`src/rtl/battleship_board_scan_if.sv`:
```
// Player/matrix side signal bundle for battleship_board_scan.
// The master drives the cursor, fire and ship map; the slave (the board) drives results and LED lines.
interface battleship_board_scan_if #(
    parameter int N = 8
);
    localparam int CW = $clog2(N);
    localparam int HW = $clog2(N*N+1);

    logic            ship_load;
    logic [N*N-1:0]  ship_map;
    logic [CW-1:0]   cur_row;
    logic [CW-1:0]   cur_col;
    logic            fire;
    logic            fire_ready;
    logic            result_valid;
    logic            result_hit;
    logic            result_miss;
    logic            result_repeat;
    logic [HW-1:0]   hits;
    logic [15:0]     shots;
    logic            game_over;
    logic [N-1:0]    col_sel;
    logic [N-1:0]    out_r;
    logic [N-1:0]    out_g;

    modport master (
        output ship_load, ship_map, cur_row, cur_col, fire,
        input  fire_ready, result_valid, result_hit, result_miss, result_repeat,
               hits, shots, game_over, col_sel, out_r, out_g
    );

    modport slave (
        input  ship_load, ship_map, cur_row, cur_col, fire,
        output fire_ready, result_valid, result_hit, result_miss, result_repeat,
               hits, shots, game_over, col_sel, out_r, out_g
    );
endinterface

```
`src/rtl/battleship_board_scan.sv`:
```
// N x N battleship board with a fire/result shot FSM, hit/shot counters and a column-scanned
// red/green LED matrix driver. Optional macro CURSOR_BLINK_EN blinks the cursor every BLINK_FRAMES frames.
module battleship_board_scan #(
    parameter int N            = 8,
    parameter int SCAN_DIV     = 4,
    parameter int BLINK_FRAMES = 16
) (
    input logic clk,
    input logic rst,
    battleship_board_scan_if.slave bus
);
    localparam int CW = $clog2(N);
    localparam int HW = $clog2(N*N+1);
    localparam int IW = $clog2(N*N);
    localparam int DW = (SCAN_DIV > 1) ? $clog2(SCAN_DIV) : 1;

    typedef enum logic [1:0] {EMPTY, SHIP, HIT, MISS} cell_e;
    typedef enum logic [1:0] {IDLE, CHECK, RESULT, GAMEOVER} state_e;

    cell_e         board_q [N*N];
    state_e        state_q;
    logic          armed_q;
    logic [HW-1:0] shipsTotal_q;
    logic [HW-1:0] hits_q;
    logic [15:0]   shots_q;
    logic [CW-1:0] shotRow_q;
    logic [CW-1:0] shotCol_q;
    logic          resultValid_q;
    logic          resultHit_q;
    logic          resultMiss_q;
    logic          resultRepeat_q;
    logic          gameOver_q;

    logic          fireReady;
    logic [IW-1:0] shotIdx;
    cell_e         shotCell;

    function automatic logic [HW-1:0] popcount(input logic [N*N-1:0] map);
        logic [HW-1:0] cnt;
        cnt = '0;
        for (int i = 0; i < N*N; i++) cnt = cnt + HW'(map[i]);
        return cnt;
    endfunction

    assign fireReady = (state_q == IDLE) && armed_q && !gameOver_q && !bus.ship_load;
    assign shotIdx   = IW'(shotRow_q) * IW'(N) + IW'(shotCol_q);
    assign shotCell  = board_q[shotIdx];

    // Shot FSM and board memory; a ship load outranks a simultaneous fire.
    always_ff @(posedge clk) begin
        if (rst) begin
            for (int i = 0; i < N*N; i++) board_q[i] <= EMPTY;
            state_q        <= IDLE;
            armed_q        <= 1'b0;
            shipsTotal_q   <= '0;
            hits_q         <= '0;
            shots_q        <= '0;
            shotRow_q      <= '0;
            shotCol_q      <= '0;
            resultValid_q  <= 1'b0;
            resultHit_q    <= 1'b0;
            resultMiss_q   <= 1'b0;
            resultRepeat_q <= 1'b0;
            gameOver_q     <= 1'b0;
        end else begin
            resultValid_q  <= 1'b0;
            resultHit_q    <= 1'b0;
            resultMiss_q   <= 1'b0;
            resultRepeat_q <= 1'b0;
            if (bus.ship_load && (state_q == IDLE || state_q == GAMEOVER)) begin
                for (int i = 0; i < N*N; i++) board_q[i] <= bus.ship_map[i] ? SHIP : EMPTY;
                shipsTotal_q <= popcount(bus.ship_map);
                armed_q      <= (bus.ship_map != '0);
                hits_q       <= '0;
                shots_q      <= '0;
                gameOver_q   <= 1'b0;
                state_q      <= IDLE;
            end else begin
                unique case (state_q)
                    IDLE: begin
                        if (bus.fire && fireReady) begin
                            shotRow_q <= bus.cur_row;
                            shotCol_q <= bus.cur_col;
                            state_q   <= CHECK;
                        end
                    end
                    CHECK: begin
                        unique case (shotCell)
                            SHIP: begin
                                board_q[shotIdx] <= HIT;
                                hits_q           <= hits_q + HW'(1);
                                resultHit_q      <= 1'b1;
                            end
                            EMPTY: begin
                                board_q[shotIdx] <= MISS;
                                resultMiss_q     <= 1'b1;
                            end
                            default: resultRepeat_q <= 1'b1;
                        endcase
                        if (shots_q != 16'hFFFF) shots_q <= shots_q + 16'd1;
                        resultValid_q <= 1'b1;
                        state_q       <= RESULT;
                    end
                    RESULT: begin
                        if (hits_q == shipsTotal_q) begin
                            state_q    <= GAMEOVER;
                            gameOver_q <= 1'b1;
                        end else begin
                            state_q <= IDLE;
                        end
                    end
                    GAMEOVER: gameOver_q <= 1'b1;
                    default:  state_q <= IDLE;
                endcase
            end
        end
    end

    logic [DW-1:0] div_q;
    logic [CW-1:0] col_q;
    logic [N-1:0]  colSel_q;
    logic [N-1:0]  outR_q;
    logic [N-1:0]  outG_q;
    logic [N-1:0]  nextR;
    logic [N-1:0]  nextG;
    logic          divWrap;
    logic          colWrap;
    logic          cursorOn;

    assign divWrap = (div_q == DW'(SCAN_DIV - 1));
    assign colWrap = divWrap && (col_q == CW'(N - 1));

`ifdef CURSOR_BLINK_EN
    localparam int FW = (BLINK_FRAMES > 1) ? $clog2(BLINK_FRAMES) : 1;
    logic [FW-1:0] frame_q;
    logic          blinkPhase_q;

    always_ff @(posedge clk) begin
        if (rst) begin
            frame_q      <= '0;
            blinkPhase_q <= 1'b1;
        end else if (colWrap) begin
            if (frame_q == FW'(BLINK_FRAMES - 1)) begin
                frame_q      <= '0;
                blinkPhase_q <= ~blinkPhase_q;
            end else begin
                frame_q <= frame_q + FW'(1);
            end
        end
    end

    assign cursorOn = blinkPhase_q;
`else
    assign cursorOn = 1'b1;
`endif

    // Ship cells stay dark so the opponent's fleet is never revealed.
    always_comb begin
        nextR = '0;
        nextG = '0;
        for (int r = 0; r < N; r++) begin
            nextR[r] = (board_q[IW'(r*N) + IW'(col_q)] == HIT);
            nextG[r] = (board_q[IW'(r*N) + IW'(col_q)] == MISS);
            if (cursorOn && (col_q == bus.cur_col) && (CW'(r) == bus.cur_row)) begin
                nextR[r] = 1'b1;
                nextG[r] = 1'b1;
            end
        end
    end

    always_ff @(posedge clk) begin
        if (rst) begin
            div_q    <= '0;
            col_q    <= '0;
            colSel_q <= '0;
            outR_q   <= '0;
            outG_q   <= '0;
        end else begin
            colSel_q <= N'(1) << col_q;
            outR_q   <= nextR;
            outG_q   <= nextG;
            div_q    <= divWrap ? '0 : div_q + DW'(1);
            if (divWrap) col_q <= colWrap ? '0 : col_q + CW'(1);
        end
    end

    assign bus.fire_ready    = fireReady;
    assign bus.result_valid  = resultValid_q;
    assign bus.result_hit    = resultHit_q;
    assign bus.result_miss   = resultMiss_q;
    assign bus.result_repeat = resultRepeat_q;
    assign bus.hits          = hits_q;
    assign bus.shots         = shots_q;
    assign bus.game_over     = gameOver_q;
    assign bus.col_sel       = colSel_q;
    assign bus.out_r         = outR_q;
    assign bus.out_g         = outG_q;
endmodule

```
`src/flat_wrapper.sv`:
```
// flat-port wrapper written by rule: the top's interface ports become plain ports
module battleship_board_scan_flat 
#(
    parameter int N            = 8,
    parameter int SCAN_DIV     = 4,
    parameter int BLINK_FRAMES = 16
)
  (clk, rst, bus_ship_load, bus_ship_map, bus_cur_row, bus_cur_col, bus_fire, bus_fire_ready, bus_result_valid, bus_result_hit, bus_result_miss, bus_result_repeat, bus_hits, bus_shots, bus_game_over, bus_col_sel, bus_out_r, bus_out_g);
  battleship_board_scan_if #(.N(N)) bus_i ();
  input logic clk;
  input logic rst;
  input wire logic [$bits(bus_i.ship_load)-1:0] bus_ship_load;
  input wire logic [$bits(bus_i.ship_map)-1:0] bus_ship_map;
  input wire logic [$bits(bus_i.cur_row)-1:0] bus_cur_row;
  input wire logic [$bits(bus_i.cur_col)-1:0] bus_cur_col;
  input wire logic [$bits(bus_i.fire)-1:0] bus_fire;
  output wire logic [$bits(bus_i.fire_ready)-1:0] bus_fire_ready;
  output wire logic [$bits(bus_i.result_valid)-1:0] bus_result_valid;
  output wire logic [$bits(bus_i.result_hit)-1:0] bus_result_hit;
  output wire logic [$bits(bus_i.result_miss)-1:0] bus_result_miss;
  output wire logic [$bits(bus_i.result_repeat)-1:0] bus_result_repeat;
  output wire logic [$bits(bus_i.hits)-1:0] bus_hits;
  output wire logic [$bits(bus_i.shots)-1:0] bus_shots;
  output wire logic [$bits(bus_i.game_over)-1:0] bus_game_over;
  output wire logic [$bits(bus_i.col_sel)-1:0] bus_col_sel;
  output wire logic [$bits(bus_i.out_r)-1:0] bus_out_r;
  output wire logic [$bits(bus_i.out_g)-1:0] bus_out_g;
  assign bus_i.ship_load = bus_ship_load;
  assign bus_i.ship_map = bus_ship_map;
  assign bus_i.cur_row = bus_cur_row;
  assign bus_i.cur_col = bus_cur_col;
  assign bus_i.fire = bus_fire;
  assign bus_fire_ready = bus_i.fire_ready;
  assign bus_result_valid = bus_i.result_valid;
  assign bus_result_hit = bus_i.result_hit;
  assign bus_result_miss = bus_i.result_miss;
  assign bus_result_repeat = bus_i.result_repeat;
  assign bus_hits = bus_i.hits;
  assign bus_shots = bus_i.shots;
  assign bus_game_over = bus_i.game_over;
  assign bus_col_sel = bus_i.col_sel;
  assign bus_out_r = bus_i.out_r;
  assign bus_out_g = bus_i.out_g;
  battleship_board_scan #(.N(N), .SCAN_DIV(SCAN_DIV), .BLINK_FRAMES(BLINK_FRAMES)) u_core (.clk(clk), .rst(rst), .bus(bus_i));
endmodule
```
`config.mk`:
```
export PLATFORM = sky130hd
export DESIGN_NAME = battleship_board_scan_flat
export DESIGN_NICKNAME = d
export VERILOG_FILES = /design/src/rtl/battleship_board_scan_if.sv /design/src/rtl/battleship_board_scan.sv /design/src/flat_wrapper.sv
export SDC_FILE = /design/constraint.sdc
export NUM_CORES = 1
export LEC_CHECK = 0
export BUFFER_PORTS_ARGS = -buffer_cell sky130_fd_sc_hd__buf_4
export CAP_MARGIN = 5
export CORE_MARGIN = 3
export CORE_UTILIZATION = 49
export CTS_BUF_LIST = sky130_fd_sc_hd__clkbuf_2
export DETAILED_ROUTE_END_ITERATION = 8
export PLACE_DENSITY = 0.65
export SYNTH_ARGS = -nofsm -noshare
export SYNTH_HDL_FRONTEND = slang
export SYNTH_SLANG_ARGS = --single-unit
```
`constraint.sdc`:
```
create_clock -name clk -period 8 [get_ports clk]
set_input_delay 0 -clock clk [delete_from_list [all_inputs] [get_ports clk]]
set_output_delay 0 -clock clk [all_outputs]
set_load 0.01 [all_outputs]
```
==> impl_summary.log, run 1 <==
INFO  metric synth-seq-cells = 204
INFO  metric final_common_cell = o21ai_0
INFO  metric worstPathArrival = 6.45 ns
INFO  metric synth_compound_gate_area_share = 16.28%
INFO  metric rsz0062_at_grt = no
INFO  metric clock-root-buffer = clkbuf_2
INFO  metric grt_pass1_vias = about 10000
INFO  metric cp_data_required_time = 8.67 ns
INFO  metric grtUsageTotal = 28.23%
INFO  metric crit-reg2reg-capture = u_core.board_q[37][0]
INFO  metric largest_net_degree_at_the_start_of_global_routing = 116
INFO  metric relSlewSlack = 26.30%
INFO  metric synthToLayoutAreaGrowth = 19.93%
INFO  metric hold_viol = 0
INFO  metric synth_fp_nets = 1380
INFO  metric die_h = 164.6 um
INFO  metric dieArea = between 20000 and 30000 um2
INFO  metric final-max-slew-violation-count = 0
INFO  metric r2r_cells = 8
INFO  metric grt_antenna_before_repair = 1
INFO  metric most-common-layout-cells = 146 x o21ai_0, 143 x buf_4, 138 x nand2_1, 138 x dfxtp_1, 105 x inv_1
INFO  metric initial_cell_density_of_the_core = 50.25%
INFO  metric peakVddDrop = approximately 750 uV
INFO  metric layoutNonFillerInstCount = 1785
INFO  metric syn-instance-count = between 1000 and 1500
INFO  metric finalSetupViolCount = 0
INFO  metric drt_iter0_markers = between 1000 and 1500
INFO  metric synth.lib_cells_used.distinct = 64
INFO  metric final_min_period_over_clock_period = 72.24%
INFO  metric numCtsBuffers = 51
INFO  metric synth_seq_area_share = 38.32%
INFO  metric worst_clock_skew = slightly below 0.07 ns
INFO  metric synth_simple_gate_area_share = 12.87%
INFO  metric io-pin-count = 127
INFO  metric fp.coreArea = 24530 um2
INFO  metric dominant_combinational_cell_family_by_area_after_synthesis = compound AO/OA/AOI/OAI gates
INFO  metric die_x = 164.6 um
INFO  metric dpl-instance-area = 13370 um2
INFO  metric p_leak = 0.005858 uW
INFO  metric grt_first_pass_wirelength = 58850 um
INFO  metric power_per_cell_area = ~280 nW/um2
INFO  metric post_route_cells_drive_above_1_share = 21.10%
INFO  metric async_flop_share = 0%
INFO  metric routed_via_density = 6.011
INFO  metric cts_buffer_depth = 3
INFO  metric worst_setup_path_category = in -> reg
INFO  metric synth_xor_area_share = 1.847%
INFO  metric clk_pin_slew_worst_paths = roughly 0.1 ns
INFO  metric synth_fa_ha_area_share = 11.71%
INFO  metric post_synth_mux_area_share = 11.93%
INFO  metric min-delay-path-class = in -> reg
INFO  metric rr_startpoint = u_core.shotCol_q[0]
INFO  metric worst_skew_pair.late_latency = between 0.8 and 0.9 ns
INFO  metric clock_sink_count = 204
INFO  metric synth_edf_count = 64
INFO  metric reg2reg_slack = between 3 and 4 ns
INFO  metric fill_cells = 2115
INFO  metric drt_pass1_iterations = 8
INFO  metric mapped_cell_area = 12330 um2
INFO  metric fin_crit = 5.779 ns
INFO  metric rows = 57
INFO  metric start_kind = input pin
INFO  metric utilization = between 60% and 70%
INFO  metric endpoint_kind = register
INFO  metric port-buffer-count = 126
INFO  metric number_of_remaining_drc_errors = 0
INFO  metric grt_remaining_overflow = 0
INFO  metric numPlacedInstances = about 1600
INFO  metric setup_total_negative_slack = 0 ns
INFO  metric fin_total_pwr = around 4200 uW
INFO  metric drv.max_cap_violation_count = 0
INFO  metric fin_area = 14790 um2
INFO  metric synthFlopType = dfxtp_1
INFO  metric postSynthAreaPerCell = 10.08 um2
INFO  metric routability_driven_placement_congestion_ratio = 0.9708
INFO  metric vias = roughly 11000
INFO  metric detail_route.wl_per_cell = 21.12 um
INFO  metric fmax = 0.1730 GHz
INFO  metric critical_path_destination = u_core.shipsTotal_q[5]
INFO  metric critical_path_peak_fanout = 3
INFO  metric dp_hpwl = 25370 um
INFO  metric crit_path_start = bus_ship_map[0]
INFO  metric clock_tree.htree_level_count = 2
INFO  metric drt_wl_total = 37700 um
INFO  metric ant_nets = 0
INFO  metric ys_warn_count = 0
INFO  metric worst-slew-pin-transition = 1.106 ns
INFO  metric finish.net_count = between 1500 and 2000
INFO  metric run_status = completed
INFO  metric clock_tree_from_tritoncts = built
==> where the power goes <==
group | switching, uW | internal (uW)
clock | 432 | 315
combinational | 1170 | 1140
sequential | 25.6 | 1120
==> final cells by class <==
cell class	instances	area [um2]	share of cell area, %
multi-input combinational	821	6765	45.75
sequential	204	4727	31.97
timing repair buffer	234	1984	13.42
tap	324	405.4	2.742
inverter	105	394.1	2.665
clock buffer	74	370.4	2.505
clock inverter	22	137.6	0.9308
antenna	1	2.502	0.01692
==> sequential cells by signal (all words and copies together) (netlist names), 2 cells and up, named ones only <==
signal,count
u_core.bus.out_r,8
u_core.shipsTotal_q,7
u_core.board_q,128
u_core.bus.hits,7
u_core.shotCol_q,3
u_core.bus.out_g,8
u_core.div_q,2
u_core.bus.col_sel,8
u_core.bus.shots,16
u_core.col_q,3
u_core.shotRow_q,3
u_core.state_q,2
==> worst max-delay path: stages <==
cell and delay (ns):
dlygate4sd3_1 0.54, buf_4 0.13, inv_1 0.05, ha_1 0.30, inv_1 0.08, fa_1 0.43, fa_1 0.40, inv_1 0.08
fa_1 0.44, fa_1 0.52, fa_1 0.52, fa_1 0.52, fa_1 0.54, inv_1 0.05, fa_1 0.58, inv_1 0.05
ha_1 0.27, nor2b_1 0.12, o21ai_0 0.15, nand2b_1 0.11, a21o_1 0.18, a21oi_1 0.16, xor2_1 0.14, o21ai_0 0.08
==> Yosys cell counts (3+ instances only) <==
cell / instances / area (um2)
nand2b_1: 15 / 93.84
nand4_1: 9 / 56.30
mux2_2: 24 / 270.3
buf_1: 8 / 30.03
a32o_1: 64 / 640.6
buf_6: 10 / 112.6
a21oi_1: 36 / 180.2
a2111oi_2: 3 / 45.04
a221oi_1: 7 / 61.31
nand3_1: 19 / 95.09
nor4_1: 20 / 125.1
o21ai_0: 146 / 730.7
or3_1: 4 / 25.02
xor2_1: 21 / 183.9
xnor2_1: 5 / 43.79
mux2i_1: 30 / 300.3
and3_1: 6 / 37.54
and3b_1: 5 / 43.79
a22o_1: 3 / 26.28
ha_1: 29 / 362.9
clkbuf_1: 61 / 229.0
buf_2: 6 / 30.03
or4_1: 3 / 22.52
nor3_1: 9 / 45.04
nor2_1: 42 / 157.7
a21o_1: 4 / 30.03
mux4_2: 40 / 900.9
fa_1: 54 / 1081
edfxtp_1: 64 / 1922
nor2b_1: 13 / 81.33
nand2_1: 138 / 518.0
nor3b_1: 4 / 30.03
a22oi_1: 21 / 157.7
dfxtp_1: 140 / 2803
buf_4: 5 / 37.54
and2_1: 13 / 81.33
inv_1: 105 / 394.1
==> per-layer routing <==
layer | share of wire [%] | vias up | global-route usage, %
li1 | - | 4820 | -
met1 | 41 | 5154 | 39.39
met2 | 45 | 646 | 43.17
met3 | 10 | 109 | 5.393
met4 | 4.3 | 0 | 11.97
met5 | 0 | - | 0
==> through the flow <==
| step | setup slack, ns | hold slack [ns] |
|---|---|---|
| finish | 2.221 | 0.03297 |
| global route | 1.877 | 0.04300 |
| CTS | 2.316 | 0.0001731 |
| detailed placement | 2.027 | 0.2682 |
| global placement | 2.083 | 0.2587 |
| floorplan | 2.307 | 0.05935 |
==> what timing repair did <==
action                                  CTS  global route
gates resized for setup                   0             0
hold endpoints to repair                130             0
setup buffers                             0             0
hold buffers                             91             0
endpoints found under the setup margin    0             0
==> cells by family after synthesis <==
kind of cell	count (synthesis)
adder cells (fa/ha/maj)	83
XOR/XNOR	26
buffers and inverters	198
multiplexers	94
AND/OR/NAND/NOR	318
AO/OA/AOI/OAI	300
flip-flops	204
==> worst min path at each step <==
stage	start	endpoint	cells past startpoint
floorplan	bus_ship_load	bus_fire_ready	1
global placement	bus_cur_row[2]	u_core.shotRow_q[2]	3
detailed placement	bus_cur_row[2]	u_core.shotRow_q[2]	3
CTS	bus_fire	u_core.state_q[0]	4
global route	bus_cur_row[1]	u_core.bus.out_r[1]	5
finish	bus_fire	u_core.state_q[0]	4
Note: power is estimated with default switching activity, not from simulation.
==> run 2: changes to the inputs <==
Clock period 8 ns to 5.69 ns, I/O delays scaled along.
==> impl_summary.log, run 2 (same netlist as run 1, synthesis figures left out) <==
INFO  metric io-pin-count = 127 (unchanged)
INFO  metric finalSetupViolCount = 0 (unchanged)
INFO  metric initial_cell_density_of_the_core = 50.25% (unchanged)
INFO  metric drv.max_cap_violation_count = 0 (unchanged)
INFO  metric finish.net_count = 1600 (+1.7%)
INFO  metric critical-path-top-delay-family = adder cells
INFO  metric dp_hpwl = 25530 um (+0.62%)
INFO  metric path_cells = dlygate4sd3_1 > buf_4 > inv_1 > fa_1 > inv_1 > fa_1 > inv_1 > fa_1 > fa_1 > fa_1 > fa_1 > fa_1 > fa_1 > fa_2 > fa_2 > nor2b_1 > o21ai_1 > nand2b_1 > a21o_1 > a21oi_1 > o21ai_1
INFO  metric cp_data_required_time = 6.42 ns (-2.25 ns)
INFO  metric most-common-layout-cells = 163 x buf_4, 143 x o21ai_0, 138 x nand2_1, 138 x dfxtp_1, 103 x inv_1
INFO  metric largest_net_degree_at_the_start_of_global_routing = 101 (-13%)
INFO  metric worstPathArrival = 6.20 ns (-0.25 ns)
INFO  metric routed_via_density = 5.960 (-0.85%)
INFO  metric die_x = 164.6 um (unchanged)
INFO  metric number_of_remaining_drc_errors = 0 (unchanged)
INFO  metric clock-root-buffer = clkbuf_2
INFO  metric cts_buffer_depth = 3 (unchanged)
INFO  metric endpoint_kind = register
INFO  metric placement.setup.worst_slack = -0.2401 ns (-2.267 ns)
INFO  metric p_leak = 0.005995 uW (+2.3%)
INFO  metric clk_pin_slew_worst_paths = 0.10 ns (about the same)
INFO  metric final_min_period_over_clock_period = 96.11%
INFO  metric start_kind = input pin
INFO  metric post_route_cells_drive_above_1_share = 23.15% (+2.1 points)
INFO  metric final_common_cell = buf_4
INFO  metric clock_tree_from_tritoncts = built
INFO  metric ant_nets = 0 (unchanged)
INFO  metric flip_flop_count_of_the_largest_register_all_copies_and_words_added = 128 (unchanged)
INFO  metric fill_cells = 2135 (+0.95%)
INFO  metric drt_iter0_markers = 1350 (+12%)
INFO  metric grt_remaining_overflow = 0 (unchanged)
INFO  metric setup_ws = 0.2215 ns (-2.000 ns)
INFO  metric clock_tree.htree_level_count = 2 (unchanged)
INFO  metric worst_setup_path_category = in -> reg
INFO  metric worst-slew-pin-transition = 1.037 ns (-0.06813 ns)
INFO  metric final-max-slew-violation-count = 0 (unchanged)
INFO  metric routability_driven_placement_congestion_ratio = 0.9270 (-4.5%)
INFO  metric numCtsBuffers = 54 (+5.9%)
INFO  metric critical-path-slowest-cell = fa_1
INFO  metric critical_path_peak_fanout = 2 (-1)
INFO  metric drt_pass1_iterations = 6 (-2)
INFO  metric power_per_cell_area = 426.5 nW/um2 (+50%)
INFO  metric rsz0062_at_grt = no
INFO  metric setup_total_negative_slack = 0 ns (unchanged)
INFO  metric peakVddDrop = 1421 uV (+90%)
INFO  metric synthToLayoutAreaGrowth = 21.53%
INFO  metric critical_path_buf_inv_count = 5 (-2)
INFO  metric grtUsageTotal = 28.03% (-0.20 points)
INFO  metric fin_worst_hold_slack = 0.06101 ns (+0.02804 ns)
INFO  metric max_flop_register = u_core.board_q
INFO  metric worst_path_largest_cell_delay = 0.57 ns (about the same)
INFO  metric die_h = 164.6 um (unchanged)
INFO  metric utilization = 61.08% (+0.81 points)
INFO  metric rows = 57 (unchanged)
INFO  metric grt_pass1_vias = 10560 (+0.87%)
INFO  metric run_status = completed
INFO  metric hold_viol = 0 (unchanged)
INFO  metric fin_total_pwr = 6391 uW (+52%)
INFO  metric worst_clock_skew = 0.04278 ns (-0.02459 ns)
INFO  metric drt_wl_total = 38030 um (+0.86%)
INFO  metric detail_route.wl_per_cell = 21.00 um (-0.59%)
INFO  metric cpMostUsedCell = fa_1
INFO  metric worst_skew_pair.late_latency = 0.82 ns (about the same)
INFO  metric min-delay-path-class = in -> reg
INFO  metric grt_antenna_before_repair = 1 (unchanged)
INFO  metric port-buffer-count = 126 (unchanged)
INFO  metric fin_crit = 5.469 ns
INFO  metric clock_sink_count = 204 (unchanged)
INFO  metric grt_first_pass_wirelength = 58610 um (-0.41%)
INFO  metric vias = 10790 (+0.60%)
INFO  metric fmax = 0.1829 GHz
INFO  metric relSlewSlack = 30.68% (+4.4 points)
INFO  metric dieArea = 27100 um2 (unchanged)
INFO  metric fp.coreArea = 24530 um2 (unchanged)
==> run 2: cell types whose count changed in the layout (fill, tap and decap cells not counted), moves of 3 or more <==
cell,previous run,this run
buf_4,143,163
clkbuf_2,74,84
clkinv_1,17,9
fa_1,54,51
fa_2,0,3
inv_2,1,4
o21ai_0,146,143
o21ai_1,1,4
==> run 2: report_power, final <==
part	total [uW]	switching [uW]	leakage, uW	internal (uW)
clock network	1060	623	0.000397	437
registers	1610	37.5	0.00183	1570
logic	3720	1790	0.00376	1930
total	6390	2450	0.00600	3940
==> run 2: worst paths after layout <==
kind / slack [ns] / from / cells past startpoint / to
worst min register to register: 0.42 / u_core.div_q[0] / 1 / u_core.div_q[0]
worst max register to register: 1.22 / u_core.shotCol_q[1] / 7 / u_core.board_q[35][0]
worst max-delay path: 0.22 / bus_ship_map[36] / 21 / u_core.shipsTotal_q[6]
worst min-delay path: 0.06 / bus_cur_row[1] / 4 / u_core.bus.out_g[7]
==> run 2: final cells by class <==
cell class | count | area [um2] | area share [%]
Clock inverter | 15 | 86.33 | 0.5762
Inverter | 105 | 394.1 | 2.630
Tap cell | 324 | 405.4 | 2.705
Sequential cell | 204 | 4727 | 31.55
Antenna cell | 1 | 2.502 | 0.01670
Multi-Input combinational cell | 821 | 6779 | 45.24
Clock buffer | 84 | 420.4 | 2.806
Timing Repair Buffer | 257 | 2170 | 14.48
==> run 2: through the flow <==
stage	instances	area [um2]
2_1_floorplan	1223	12330
5_1_grt	1811	14980
3_3_place_gp	1617	13510
3_5_place_dp	1617	13510
6_report	1811	14980
4_1_cts	1808	14930
==> run 2: worst reg2reg max path, cell delays in order (launching register included) <==
cell,delay [ns]
dfxtp_1,0.78
inv_1,0.57
a221o_1,0.48
a22o_1,0.31
a211o_1,0.36
nor4_4,0.46
nand2_1,0.74
o21ai_0,0.46
==> run 2: routing by layer <==
layer / up-vias / global-route usage [%] / wire [um]
met5: - / 0 / 0
met4: 0 / 9.607 / 1251
met3: 98 / 5.217 / 3662
met2: 654 / 44.70 / 17480
met1: 5153 / 38.58 / 15630
li1: 4888 / - / -
==> run 2: timing repair <==
action / CTS / global route
hold endpoints to repair: 144 / 2
setup buffers: 0 / 1
setup endpoints to repair: 0 / 4
hold buffers: 92 / 2
resized for setup: 0 / 12
